### config.mk
export PLATFORM = sky130hd
export DESIGN_NAME = br_res_station_flat
export DESIGN_NICKNAME = d
export VERILOG_FILES = /design/src/rtl/br_res_station_if.sv /design/src/rtl/br_res_station.sv /design/src/flat_wrapper.sv
export SDC_FILE = /design/constraint.sdc
export NUM_CORES = 1
export LEC_CHECK = 0
export ABC_AREA = 1
export CELL_PAD_IN_SITES_DETAIL_PLACEMENT = 1
export CELL_PAD_IN_SITES_GLOBAL_PLACEMENT = 1
export CORE_MARGIN = 3
export CORE_UTILIZATION = 43
export CTS_BUF_LIST = sky130_fd_sc_hd__clkbuf_16
export DETAILED_ROUTE_END_ITERATION = 7
export PLACE_DENSITY = 0.85
export SYNTH_ARGS = -nofsm -noshare
export SYNTH_HDL_FRONTEND = slang
export SYNTH_SLANG_ARGS = --single-unit
### constraint.sdc
create_clock -name clk -period 1.89 [get_ports clk]
set_input_delay 0.567 -clock clk [delete_from_list [all_inputs] [get_ports clk]]
set_output_delay 0.567 -clock clk [all_outputs]
set_load 0.005 [all_outputs]
### src/rtl/br_res_station_if.sv
// Dispatch, wakeup/flush and issue bundle for the branch reservation station.
interface br_res_station_if #(
  parameter int PHY_WIDTH = 6,
  parameter int ROB_WIDTH = 4
);
  logic                 disp_valid;
  logic                 disp_ready;
  logic [6:0]           disp_opcode;
  logic [2:0]           disp_funct3;
  logic [31:0]          disp_pc;
  logic [31:0]          disp_pc_next;
  logic [31:0]          disp_imm;
  logic [ROB_WIDTH-1:0] disp_rob_id;
  logic                 disp_rs1_valid;
  logic                 disp_rs2_valid;
  logic [PHY_WIDTH-1:0] disp_pr1_s;
  logic [PHY_WIDTH-1:0] disp_pr2_s;
  logic                 disp_pr1_rdy;
  logic                 disp_pr2_rdy;

  logic                 cdb_valid;
  logic [PHY_WIDTH-1:0] cdb_pd;
  logic                 flush;

  logic                 iss_valid;
  logic [6:0]           iss_opcode;
  logic [2:0]           iss_funct3;
  logic [31:0]          iss_pc;
  logic [31:0]          iss_pc_next;
  logic [31:0]          iss_imm;
  logic [ROB_WIDTH-1:0] iss_rob_id;
  logic                 iss_rs1_valid;
  logic                 iss_rs2_valid;
  logic [PHY_WIDTH-1:0] iss_pr1_s;
  logic [PHY_WIDTH-1:0] iss_pr2_s;

  modport master (
    output disp_valid, disp_opcode, disp_funct3, disp_pc,
           disp_pc_next, disp_imm, disp_rob_id,
           disp_rs1_valid, disp_rs2_valid,
           disp_pr1_s, disp_pr2_s, disp_pr1_rdy, disp_pr2_rdy,
           cdb_valid, cdb_pd, flush,
    input  disp_ready, iss_valid, iss_opcode, iss_funct3,
           iss_pc, iss_pc_next, iss_imm, iss_rob_id,
           iss_rs1_valid, iss_rs2_valid, iss_pr1_s, iss_pr2_s
  );

  modport slave (
    input  disp_valid, disp_opcode, disp_funct3, disp_pc,
           disp_pc_next, disp_imm, disp_rob_id,
           disp_rs1_valid, disp_rs2_valid,
           disp_pr1_s, disp_pr2_s, disp_pr1_rdy, disp_pr2_rdy,
           cdb_valid, cdb_pd, flush,
    output disp_ready, iss_valid, iss_opcode, iss_funct3,
           iss_pc, iss_pc_next, iss_imm, iss_rob_id,
           iss_rs1_valid, iss_rs2_valid, iss_pr1_s, iss_pr2_s
  );
endinterface

### src/rtl/br_res_station.sv
// Branch/jump reservation station: CDB wakeup, age-matrix
// oldest-ready select, one registered issue per cycle.
module br_res_station #(
  parameter int NO_PHY_REGS = 64,
  parameter int PHY_WIDTH   = $clog2(NO_PHY_REGS),
  parameter int ROB_WIDTH   = 4,
  parameter int DEPTH       = 4
) (
  input logic             clk,
  input logic             rst_n,
  br_res_station_if.slave bus
);
  localparam int IW = $clog2(DEPTH);

  typedef struct packed {
    logic [6:0]           opcode;
    logic [2:0]           funct3;
    logic [31:0]          pc;
    logic [31:0]          pc_next;
    logic [31:0]          imm;
    logic [ROB_WIDTH-1:0] rob_id;
    logic                 rs1_valid;
    logic                 rs2_valid;
    logic [PHY_WIDTH-1:0] pr1_s;
    logic [PHY_WIDTH-1:0] pr2_s;
  } entry_t;

  entry_t           ent [DEPTH];
  entry_t           iss_q;
  entry_t           new_ent;
  logic             iss_valid_q;
  logic [DEPTH-1:0] valid;
  logic [DEPTH-1:0] rdy1;
  logic [DEPTH-1:0] rdy2;
  // age[i][j] set: entry j is older than entry i
  logic [DEPTH-1:0] age [DEPTH];

  logic [DEPTH-1:0] cand;
  logic             sel_hit;
  logic [IW-1:0]    sel_idx;
  logic [IW-1:0]    free_idx;
  logic             alloc;
  logic             new_rdy1;
  logic             new_rdy2;

  assign cand = valid & rdy1 & rdy2;
  assign bus.disp_ready = |(~valid);
  assign alloc = bus.disp_valid && bus.disp_ready;

  always_comb begin
    sel_hit = 1'b0;
    sel_idx = '0;
    for (int i = 0; i < DEPTH; i++) begin
      if (cand[i] && !(|(age[i] & cand))) begin
        sel_hit = 1'b1;
        sel_idx = IW'(i);
      end
    end
  end

  always_comb begin
    free_idx = '0;
    for (int i = DEPTH - 1; i >= 0; i--) begin
      if (!valid[i]) free_idx = IW'(i);
    end
  end

  always_comb begin
    new_ent.opcode    = bus.disp_opcode;
    new_ent.funct3    = bus.disp_funct3;
    new_ent.pc        = bus.disp_pc;
    new_ent.pc_next   = bus.disp_pc_next;
    new_ent.imm       = bus.disp_imm;
    new_ent.rob_id    = bus.disp_rob_id;
    new_ent.rs1_valid = bus.disp_rs1_valid;
    new_ent.rs2_valid = bus.disp_rs2_valid;
    new_ent.pr1_s     = bus.disp_pr1_s;
    new_ent.pr2_s     = bus.disp_pr2_s;
  end

  // a tag broadcast in the dispatch cycle must be caught here
  assign new_rdy1 = !bus.disp_rs1_valid
                 || (bus.disp_pr1_s == '0)
                 || bus.disp_pr1_rdy
                 || (bus.cdb_valid
                     && bus.cdb_pd == bus.disp_pr1_s);
  assign new_rdy2 = !bus.disp_rs2_valid
                 || (bus.disp_pr2_s == '0)
                 || bus.disp_pr2_rdy
                 || (bus.cdb_valid
                     && bus.cdb_pd == bus.disp_pr2_s);

  always_ff @(posedge clk or negedge rst_n) begin
    if (!rst_n) begin
      valid       <= '0;
      rdy1        <= '0;
      rdy2        <= '0;
      iss_valid_q <= 1'b0;
      iss_q       <= '0;
      for (int i = 0; i < DEPTH; i++) begin
        age[i] <= '0;
        ent[i] <= '0;
      end
    end else if (bus.flush) begin
      valid       <= '0;
      iss_valid_q <= 1'b0;
    end else begin
      for (int i = 0; i < DEPTH; i++) begin
        if (bus.cdb_valid && valid[i]) begin
          if (ent[i].pr1_s == bus.cdb_pd) rdy1[i] <= 1'b1;
          if (ent[i].pr2_s == bus.cdb_pd) rdy2[i] <= 1'b1;
        end
      end
      iss_valid_q <= sel_hit;
      iss_q       <= ent[sel_idx];
      if (sel_hit) valid[sel_idx] <= 1'b0;
      if (alloc) begin
        // stale column bits from the slot's previous owner go away
        for (int i = 0; i < DEPTH; i++) begin
          age[i][free_idx] <= 1'b0;
        end
        age[free_idx]  <= valid;
        valid[free_idx] <= 1'b1;
        ent[free_idx]  <= new_ent;
        rdy1[free_idx] <= new_rdy1;
        rdy2[free_idx] <= new_rdy2;
      end
    end
  end

  assign bus.iss_valid     = iss_valid_q;
  assign bus.iss_opcode    = iss_q.opcode;
  assign bus.iss_funct3    = iss_q.funct3;
  assign bus.iss_pc        = iss_q.pc;
  assign bus.iss_pc_next   = iss_q.pc_next;
  assign bus.iss_imm       = iss_q.imm;
  assign bus.iss_rob_id    = iss_q.rob_id;
  assign bus.iss_rs1_valid = iss_q.rs1_valid;
  assign bus.iss_rs2_valid = iss_q.rs2_valid;
  assign bus.iss_pr1_s     = iss_q.pr1_s;
  assign bus.iss_pr2_s     = iss_q.pr2_s;
endmodule

### src/flat_wrapper.sv
// flat-port wrapper written by rule: the top's interface ports become plain ports
module br_res_station_flat 
#(
  parameter int NO_PHY_REGS = 64,
  parameter int PHY_WIDTH   = $clog2(NO_PHY_REGS),
  parameter int ROB_WIDTH   = 4,
  parameter int DEPTH       = 4
)
  (clk, rst_n, bus_disp_valid, bus_disp_opcode, bus_disp_funct3, bus_disp_pc, bus_disp_pc_next, bus_disp_imm, bus_disp_rob_id, bus_disp_rs1_valid, bus_disp_rs2_valid, bus_disp_pr1_s, bus_disp_pr2_s, bus_disp_pr1_rdy, bus_disp_pr2_rdy, bus_cdb_valid, bus_cdb_pd, bus_flush, bus_disp_ready, bus_iss_valid, bus_iss_opcode, bus_iss_funct3, bus_iss_pc, bus_iss_pc_next, bus_iss_imm, bus_iss_rob_id, bus_iss_rs1_valid, bus_iss_rs2_valid, bus_iss_pr1_s, bus_iss_pr2_s);
  br_res_station_if #(.PHY_WIDTH(PHY_WIDTH), .ROB_WIDTH(ROB_WIDTH)) bus_i ();
  input logic clk;
  input logic rst_n;
  input wire logic [$bits(bus_i.disp_valid)-1:0] bus_disp_valid;
  input wire logic [$bits(bus_i.disp_opcode)-1:0] bus_disp_opcode;
  input wire logic [$bits(bus_i.disp_funct3)-1:0] bus_disp_funct3;
  input wire logic [$bits(bus_i.disp_pc)-1:0] bus_disp_pc;
  input wire logic [$bits(bus_i.disp_pc_next)-1:0] bus_disp_pc_next;
  input wire logic [$bits(bus_i.disp_imm)-1:0] bus_disp_imm;
  input wire logic [$bits(bus_i.disp_rob_id)-1:0] bus_disp_rob_id;
  input wire logic [$bits(bus_i.disp_rs1_valid)-1:0] bus_disp_rs1_valid;
  input wire logic [$bits(bus_i.disp_rs2_valid)-1:0] bus_disp_rs2_valid;
  input wire logic [$bits(bus_i.disp_pr1_s)-1:0] bus_disp_pr1_s;
  input wire logic [$bits(bus_i.disp_pr2_s)-1:0] bus_disp_pr2_s;
  input wire logic [$bits(bus_i.disp_pr1_rdy)-1:0] bus_disp_pr1_rdy;
  input wire logic [$bits(bus_i.disp_pr2_rdy)-1:0] bus_disp_pr2_rdy;
  input wire logic [$bits(bus_i.cdb_valid)-1:0] bus_cdb_valid;
  input wire logic [$bits(bus_i.cdb_pd)-1:0] bus_cdb_pd;
  input wire logic [$bits(bus_i.flush)-1:0] bus_flush;
  output wire logic [$bits(bus_i.disp_ready)-1:0] bus_disp_ready;
  output wire logic [$bits(bus_i.iss_valid)-1:0] bus_iss_valid;
  output wire logic [$bits(bus_i.iss_opcode)-1:0] bus_iss_opcode;
  output wire logic [$bits(bus_i.iss_funct3)-1:0] bus_iss_funct3;
  output wire logic [$bits(bus_i.iss_pc)-1:0] bus_iss_pc;
  output wire logic [$bits(bus_i.iss_pc_next)-1:0] bus_iss_pc_next;
  output wire logic [$bits(bus_i.iss_imm)-1:0] bus_iss_imm;
  output wire logic [$bits(bus_i.iss_rob_id)-1:0] bus_iss_rob_id;
  output wire logic [$bits(bus_i.iss_rs1_valid)-1:0] bus_iss_rs1_valid;
  output wire logic [$bits(bus_i.iss_rs2_valid)-1:0] bus_iss_rs2_valid;
  output wire logic [$bits(bus_i.iss_pr1_s)-1:0] bus_iss_pr1_s;
  output wire logic [$bits(bus_i.iss_pr2_s)-1:0] bus_iss_pr2_s;
  assign bus_i.disp_valid = bus_disp_valid;
  assign bus_i.disp_opcode = bus_disp_opcode;
  assign bus_i.disp_funct3 = bus_disp_funct3;
  assign bus_i.disp_pc = bus_disp_pc;
  assign bus_i.disp_pc_next = bus_disp_pc_next;
  assign bus_i.disp_imm = bus_disp_imm;
  assign bus_i.disp_rob_id = bus_disp_rob_id;
  assign bus_i.disp_rs1_valid = bus_disp_rs1_valid;
  assign bus_i.disp_rs2_valid = bus_disp_rs2_valid;
  assign bus_i.disp_pr1_s = bus_disp_pr1_s;
  assign bus_i.disp_pr2_s = bus_disp_pr2_s;
  assign bus_i.disp_pr1_rdy = bus_disp_pr1_rdy;
  assign bus_i.disp_pr2_rdy = bus_disp_pr2_rdy;
  assign bus_i.cdb_valid = bus_cdb_valid;
  assign bus_i.cdb_pd = bus_cdb_pd;
  assign bus_i.flush = bus_flush;
  assign bus_disp_ready = bus_i.disp_ready;
  assign bus_iss_valid = bus_i.iss_valid;
  assign bus_iss_opcode = bus_i.iss_opcode;
  assign bus_iss_funct3 = bus_i.iss_funct3;
  assign bus_iss_pc = bus_i.iss_pc;
  assign bus_iss_pc_next = bus_i.iss_pc_next;
  assign bus_iss_imm = bus_i.iss_imm;
  assign bus_iss_rob_id = bus_i.iss_rob_id;
  assign bus_iss_rs1_valid = bus_i.iss_rs1_valid;
  assign bus_iss_rs2_valid = bus_i.iss_rs2_valid;
  assign bus_iss_pr1_s = bus_i.iss_pr1_s;
  assign bus_iss_pr2_s = bus_i.iss_pr2_s;
  br_res_station #(.NO_PHY_REGS(NO_PHY_REGS), .PHY_WIDTH(PHY_WIDTH), .ROB_WIDTH(ROB_WIDTH), .DEPTH(DEPTH)) u_core (.clk(clk), .rst_n(rst_n), .bus(bus_i));
endmodule
* Yosys cells after proc, flatten, opt, wreduce, memory -nomap -nowiden
Cells that the tools add are included.
** Storage, ports and cells
- Bits of input ports :: 137
- Register bits after elaboration :: 649
- Output and inout port bits :: 126
** Cells by class
- Bitwise operators :: 18
- Equal/unequal tests :: 10
- Muxes and demuxes :: 57
- Order comparisons :: 7
- Reduce and logical (&&, ||, !) cells :: 34
** Operators by type and width (count)
- 496-bit bitwise mux :: 1
- 124-bit 2-to-1 mux :: 3
- 124-bit binary-select mux with 2-bit select :: 1
- 124-bit demux with 2-bit select :: 1
- 6-bit == test :: 10
- 4-bit bitwise AND :: 11
- 1-bit 2-to-1 mux :: 32
- 4-bit 2-to-1 mux :: 7
- 4-bit OR reduction :: 5
- 16-bit bitwise mux :: 1
- 1-bit logical AND :: 14
- 6-bit zero test :: 2
- 2-bit 2-to-1 mux :: 6
- 4-bit inverter :: 3
- 4-bit bitwise mux :: 2
- 4-bit demux with 2-bit select :: 1
- 3-bit >= comparator, second input constant :: 2
- 1-bit zero test :: 6
- 1-bit logical OR :: 6
- 2-bit by 3-bit less-than comparator with 1-bit output, second input constant :: 2
- 2-bit inverter with 3-bit output :: 2
- 1-bit demux with 2-bit select :: 2
- 2-bit by 1-bit >= comparator with 1-bit output, second input constant :: 2
- 4-bit bitwise OR :: 1
- 3 further kinds :: 3

* Longest topological paths before layout
- Depth after elaboration :: 20
- Gate-level depth with buffers :: 14
- Gate-level depth less buffers :: 11

* Least setup slack after synthesis
No wires, ideal clock.
- Path kind :: input -> register
- Start point :: in bus_disp_valid
- End point :: reg u_core.ent[130] in the netlist's numbering
- Arrival :: 1.662 ns
- Setup time :: 0.130 ns
- Data required time :: 1.760 ns
- Path slack :: 0.098 ns
- Stages on the path :: 7
- Buffers on the path :: 2
- Cells stage by stage :: inv_1 -> nor2_1 -> inv_2 -> nor3_2 -> clkbuf_1 -> clkbuf_1 -> o21ai_0
** Between the ends
- Word-level cells in the longest chain between the ends :: 2
** Ends and longest elaborated chain
- start, declared :: RTL line flat_wrapper.sv:13 : input wire logic [$bits(bus_i.disp_valid)-1:0] bus_disp_valid;
- 1-bit logical AND :: RTL line br_res_station.sv:48 : assign alloc = bus.disp_valid && bus.disp_ready;
- 2-bit AND reduction (no line)
- end signal, assigned by index :: RTL line br_res_station.sv:124 : ent[free_idx] <= new_ent;
- end, declared :: RTL line br_res_station.sv:28 : entry_t ent [DEPTH];
No other way between the ends.
A chain may end at the register's enable or synchronous reset.

* Final worst setup path
- Start point :: reg u_core.rdy2[3]
- End point :: reg u_core.iss_q (netlist bit u_core.bus.iss_imm[27])
** Between the ends
- Word-level cells in the longest chain between the ends :: 12
** Ends and longest elaborated chain
- start, declared :: RTL line br_res_station.sv:34 : logic [DEPTH-1:0] rdy2;
- start signal, assigned by index :: RTL line br_res_station.sv:126 : rdy2[free_idx] <= new_rdy2;
- 4-bit bitwise AND (*) :: RTL line br_res_station.sv:46 : assign cand = valid & rdy1 & rdy2;
- 4-bit bitwise AND :: RTL line br_res_station.sv:54 : if (cand[i] && !(|(age[i] & cand))) begin
- 4-bit OR reduction :: RTL line br_res_station.sv:54
- 1-bit zero test :: RTL line br_res_station.sv:54
- 1-bit logical AND :: RTL line br_res_station.sv:54
- 1-bit 2-to-1 mux :: RTL line br_res_station.sv:54
- 2-bit 2-to-1 mux :: RTL line br_res_station.sv:54
- 2-bit 2-to-1 mux (*) :: RTL line br_res_station.sv:54
- 2-bit inverter with 3-bit output (not written as such) (*) :: RTL line br_res_station.sv:115 : iss_q <= ent[sel_idx];
- 124-bit binary-select mux with 2-bit select (*) :: RTL line br_res_station.sv:115
- 124-bit 2-to-1 mux (not written as such) (*) (2 in a row) :: RTL line br_res_station.sv:115
- end signal, assigned :: RTL line br_res_station.sv:115
- end, declared :: RTL line br_res_station.sv:29 : entry_t iss_q;
Mark *: on every way between the ends. The rest lies on a longest branch, timed or not. The select of a mux whose other input is x is not followed.

==> flow_metrics.env <==
export IMPL_cts_sinks=649
export IMPL_startpoint_type="register"
export IMPL_power_leakage_nw=21.61
export IMPL_setup_viol=127
export IMPL_skew_ns=0.02538
export IMPL_cts_max_path_buffers=3
export IMPL_synth_area_leaders="dfrtp_1, nand2_1, o21ai_0"
export IMPL_fin_total_pwr_mw=45.70
export IMPL_syn2layout_area_growth_pct=31.06
export IMPL_drv_slew=0
export IMPL_period_minus_slack_ns=2.183
export IMPL_gr_total_overflow=0
export IMPL_hpwl_um=74600
export IMPL_synth_edf_count=0
export IMPL_maxSlewHeadroom=0.5604
export IMPL_cts_htree_levels=3
export IMPL_cts_buffers=74
export IMPL_ys_types=34
export IMPL_place_congestion=0.8867
export IMPL_drt_pass1_iterations=5
export IMPL_netlist_area_leader_share=0.5154
export IMPL_fin_nets=4778
export IMPL_grt_first_pass_wirelength_um=187100
export IMPL_cts_clk_slew_worst_paths_ns=0.07
export IMPL_drive_above_1_share=0.1339
export IMPL_vdd_drop_max_mv=0.8499
export IMPL_p_per_area_nw_per_um2=1107
export IMPL_drcViolationCount=0
export IMPL_ys_top_cells_by_count="nand2_1, dfrtp_1, inv_1"
export IMPL_post_drt_wl_per_cell_um=21.17
export IMPL_grt_antenna_before_repair=5
export IMPL_hp_class="in2reg"
export IMPL_wirelength_um=119500
export IMPL_viasPerCell=5.474
export IMPL_fmax_mhz=458.0
export IMPL_pre_cts_ws_ns=-0.4535
export IMPL_synth_top_cell_by_area="dfrtp_1"
export IMPL_failed_checks="setup timing"
export IMPL_initial_core_util=0.4371
export IMPL_cp_end_kind="register"
export IMPL_postSynthAreaPerCell_um2=7.411
export IMPL_critPathMaxFanout=7
export IMPL_yosys_most_used_dff="dfrtp_1"
export IMPL_root_buffer="clkbuf_16"
export IMPL_status="finished with violations"
export IMPL_synthArstFlopShare=1.000
export IMPL_grt_max_degree=85
export IMPL_period_share=1.155
export IMPL_io_buffer_count=262
export IMPL_synth_warnings=0
export IMPL_rsz0062_at_grt="true"
export IMPL_globalRouteTotalUtil=0.3040
export IMPL_synth_most_common_cell="nand2_1"
export IMPL_cap_violations=0
export IMPL_syn_inst=4252
export IMPL_ys_ff_latch=649
export IMPL_drt_initial_drc_count=2227
export IMPL_core_um2=72100
export IMPL_tightest_slew_ns=0.6594
export IMPL_cts_tree="yes"
export IMPL_chipWidth_um=276.7
export IMPL_synth_fp_nets=4389
export IMPL_ios=263
export IMPL_crit_required_ns=2.41
export IMPL_hold_viol_final=0
export IMPL_fp_dieH_um=276.7
export IMPL_fin_ws_ns=-0.2935
export IMPL_dieArea_um2=76570
export IMPL_critPathKind="reg2reg"
export IMPL_first_global_vias=33640
export IMPL_yosysSeqAreaShare=0.5154
export IMPL_fp_row_count=98
export IMPL_via_count=30890
export IMPL_ant_nets=0
export IMPL_syn_area_um2=31510
export IMPL_arrival_ns=2.70
export IMPL_clkLatencyLatePin_ns=0.62
export IMPL_fillers=8743
[registers in the layout (all words and copies together) (netlist names), named ones only]
name and cells:
u_core.rdy1 4, u_core.bus.iss_imm 32, u_core.rdy2 4, u_core.bus.iss_rob_id 4
u_core.bus.iss_pc_next 32, u_core.age 12, u_core.bus.iss_rs1_valid 1, u_core.valid 4
u_core.bus.iss_pc 32, u_core.bus.iss_pr2_s 6, u_core.bus.iss_funct3 3, u_core.ent 496
u_core.bus.iss_valid 1, u_core.bus.iss_rs2_valid 1, u_core.bus.iss_pr1_s 6, u_core.bus.iss_opcode 7
[area by class of cell]
| cell class | instances | area (um2) | share of cell area |
|---|---|---|---|
| antenna | 5 | 12.51 | 0.0003030 |
| clock buffer | 76 | 1902 | 0.04605 |
| clock inverter | 48 | 501.7 | 0.01215 |
| inverter | 529 | 1992 | 0.04823 |
| multi-input combinational | 2812 | 12850 | 0.3111 |
| sequential | 649 | 16240 | 0.3933 |
| tap | 950 | 1189 | 0.02878 |
| timing repair buffer | 575 | 6611 | 0.1601 |
[per-layer routing]
layer  global-route usage  share of wire  wire length (um)
met5                    0              0                 0
met2               0.5216           0.50             59220
met4               0.1304          0.043              5133
met3              0.04890          0.060              7204
met1               0.3808           0.40             47930
[layout by cell type (no fill, tap or decap), types with 3 or more instances in the layout]
master and instances:
o21ai_1 4, buf_12 109, nand2_1 1655, nand2_2 145
inv_2 3, xnor2_1 22, nand2_8 3, nand3_1 330
buf_6 20, bufinv_16 11, nand3b_1 56, inv_1 501
diode_2 5, o22ai_1 10, buf_4 165, dlygate4sd2_1 120
nor2_2 5, clkdlybuf4s15_1 5, clkdlybuf4s50_1 134, nor2_1 46
clkinv_1 49, dfrtp_1 647, o21ai_0 427, nand3_2 3
buf_16 11, xor2_1 12, clkbuf_16 82, clkinv_2 7
nor3_1 9, buf_8 4, nand2_4 42, nand4_1 14
nor2_4 5, a21oi_1 11, o211ai_1 3
[worst paths after layout]
kind / from / to / slack, ns / cells after the start
worst max-delay path: u_core.rdy2[3] / u_core.bus.iss_imm[27] / -0.29 / 13
worst min-delay path: bus_flush / u_core.bus.iss_valid / 0.38 / 3
worst max register to register: u_core.rdy2[3] / u_core.bus.iss_imm[27] / -0.29 / 13
worst min register to register: u_core.bus.iss_pc_next[7] / u_core.bus.iss_pc_next[7] / 0.47 / 2
max in group asynchronous: rst_n / u_core.bus.iss_rs1_valid / 0.67 / 4
min in group asynchronous: rst_n / u_core.ent[169] / 0.44 / 2
[metrics by stage]
step                  util  instance area (um2)  hold slack [ns]  setup TNS [ns]  cells
CTS                 0.5618                40510           0.3611          -16.21   5622
global placement    0.5202                37500           0.4569         -186.25   5460
floorplan                -                31510           0.2714               0   4252
detailed placement  0.5202                37500           0.4643         -193.99   5460
global route        0.5728                41300           0.3695          -38.47   5644
finish              0.5728                41300           0.3815          -24.93   5644
[power breakdown]
group	switching [mW]	internal (mW)
logic	6.77	4.71
registers	1.84	17.7
clock network	5.99	8.74
[what timing repair did]
item | in CTS | in global routing
gates resized for setup | 238 | 179
pin swaps | 47 | 84
endpoints found under the setup margin | 251 | 219
hold buffers | 1 | 0
gates cloned | 5 | 6
buffers inserted | 32 | 12
hold endpoints to repair | 22 | 0
[worst max-delay path, stage by stage (launching register included)]
cell and delay [ns]:
dfrtp_1 0.40, buf_4 0.14, nand4_1 0.15, nor2_4 0.29, nand2_8 0.14, nand3_4 0.12
buf_12 0.17, buf_12 0.17, clkbuf_16 0.18, nand2_2 0.06, nand2_2 0.06, nand2_1 0.06
nand2_1 0.06, nand2_1 0.05
[kinds of logic after synthesis]
| kind of cell | share of synthesized area |
|---|---|
| compound gates | 0.07405 |
| buf+inv | 0.1013 |
| simple gates | 0.2999 |
| xor+xnor | 0.009450 |
| flops | 0.5154 |
(Power assumes the default switching activity.)
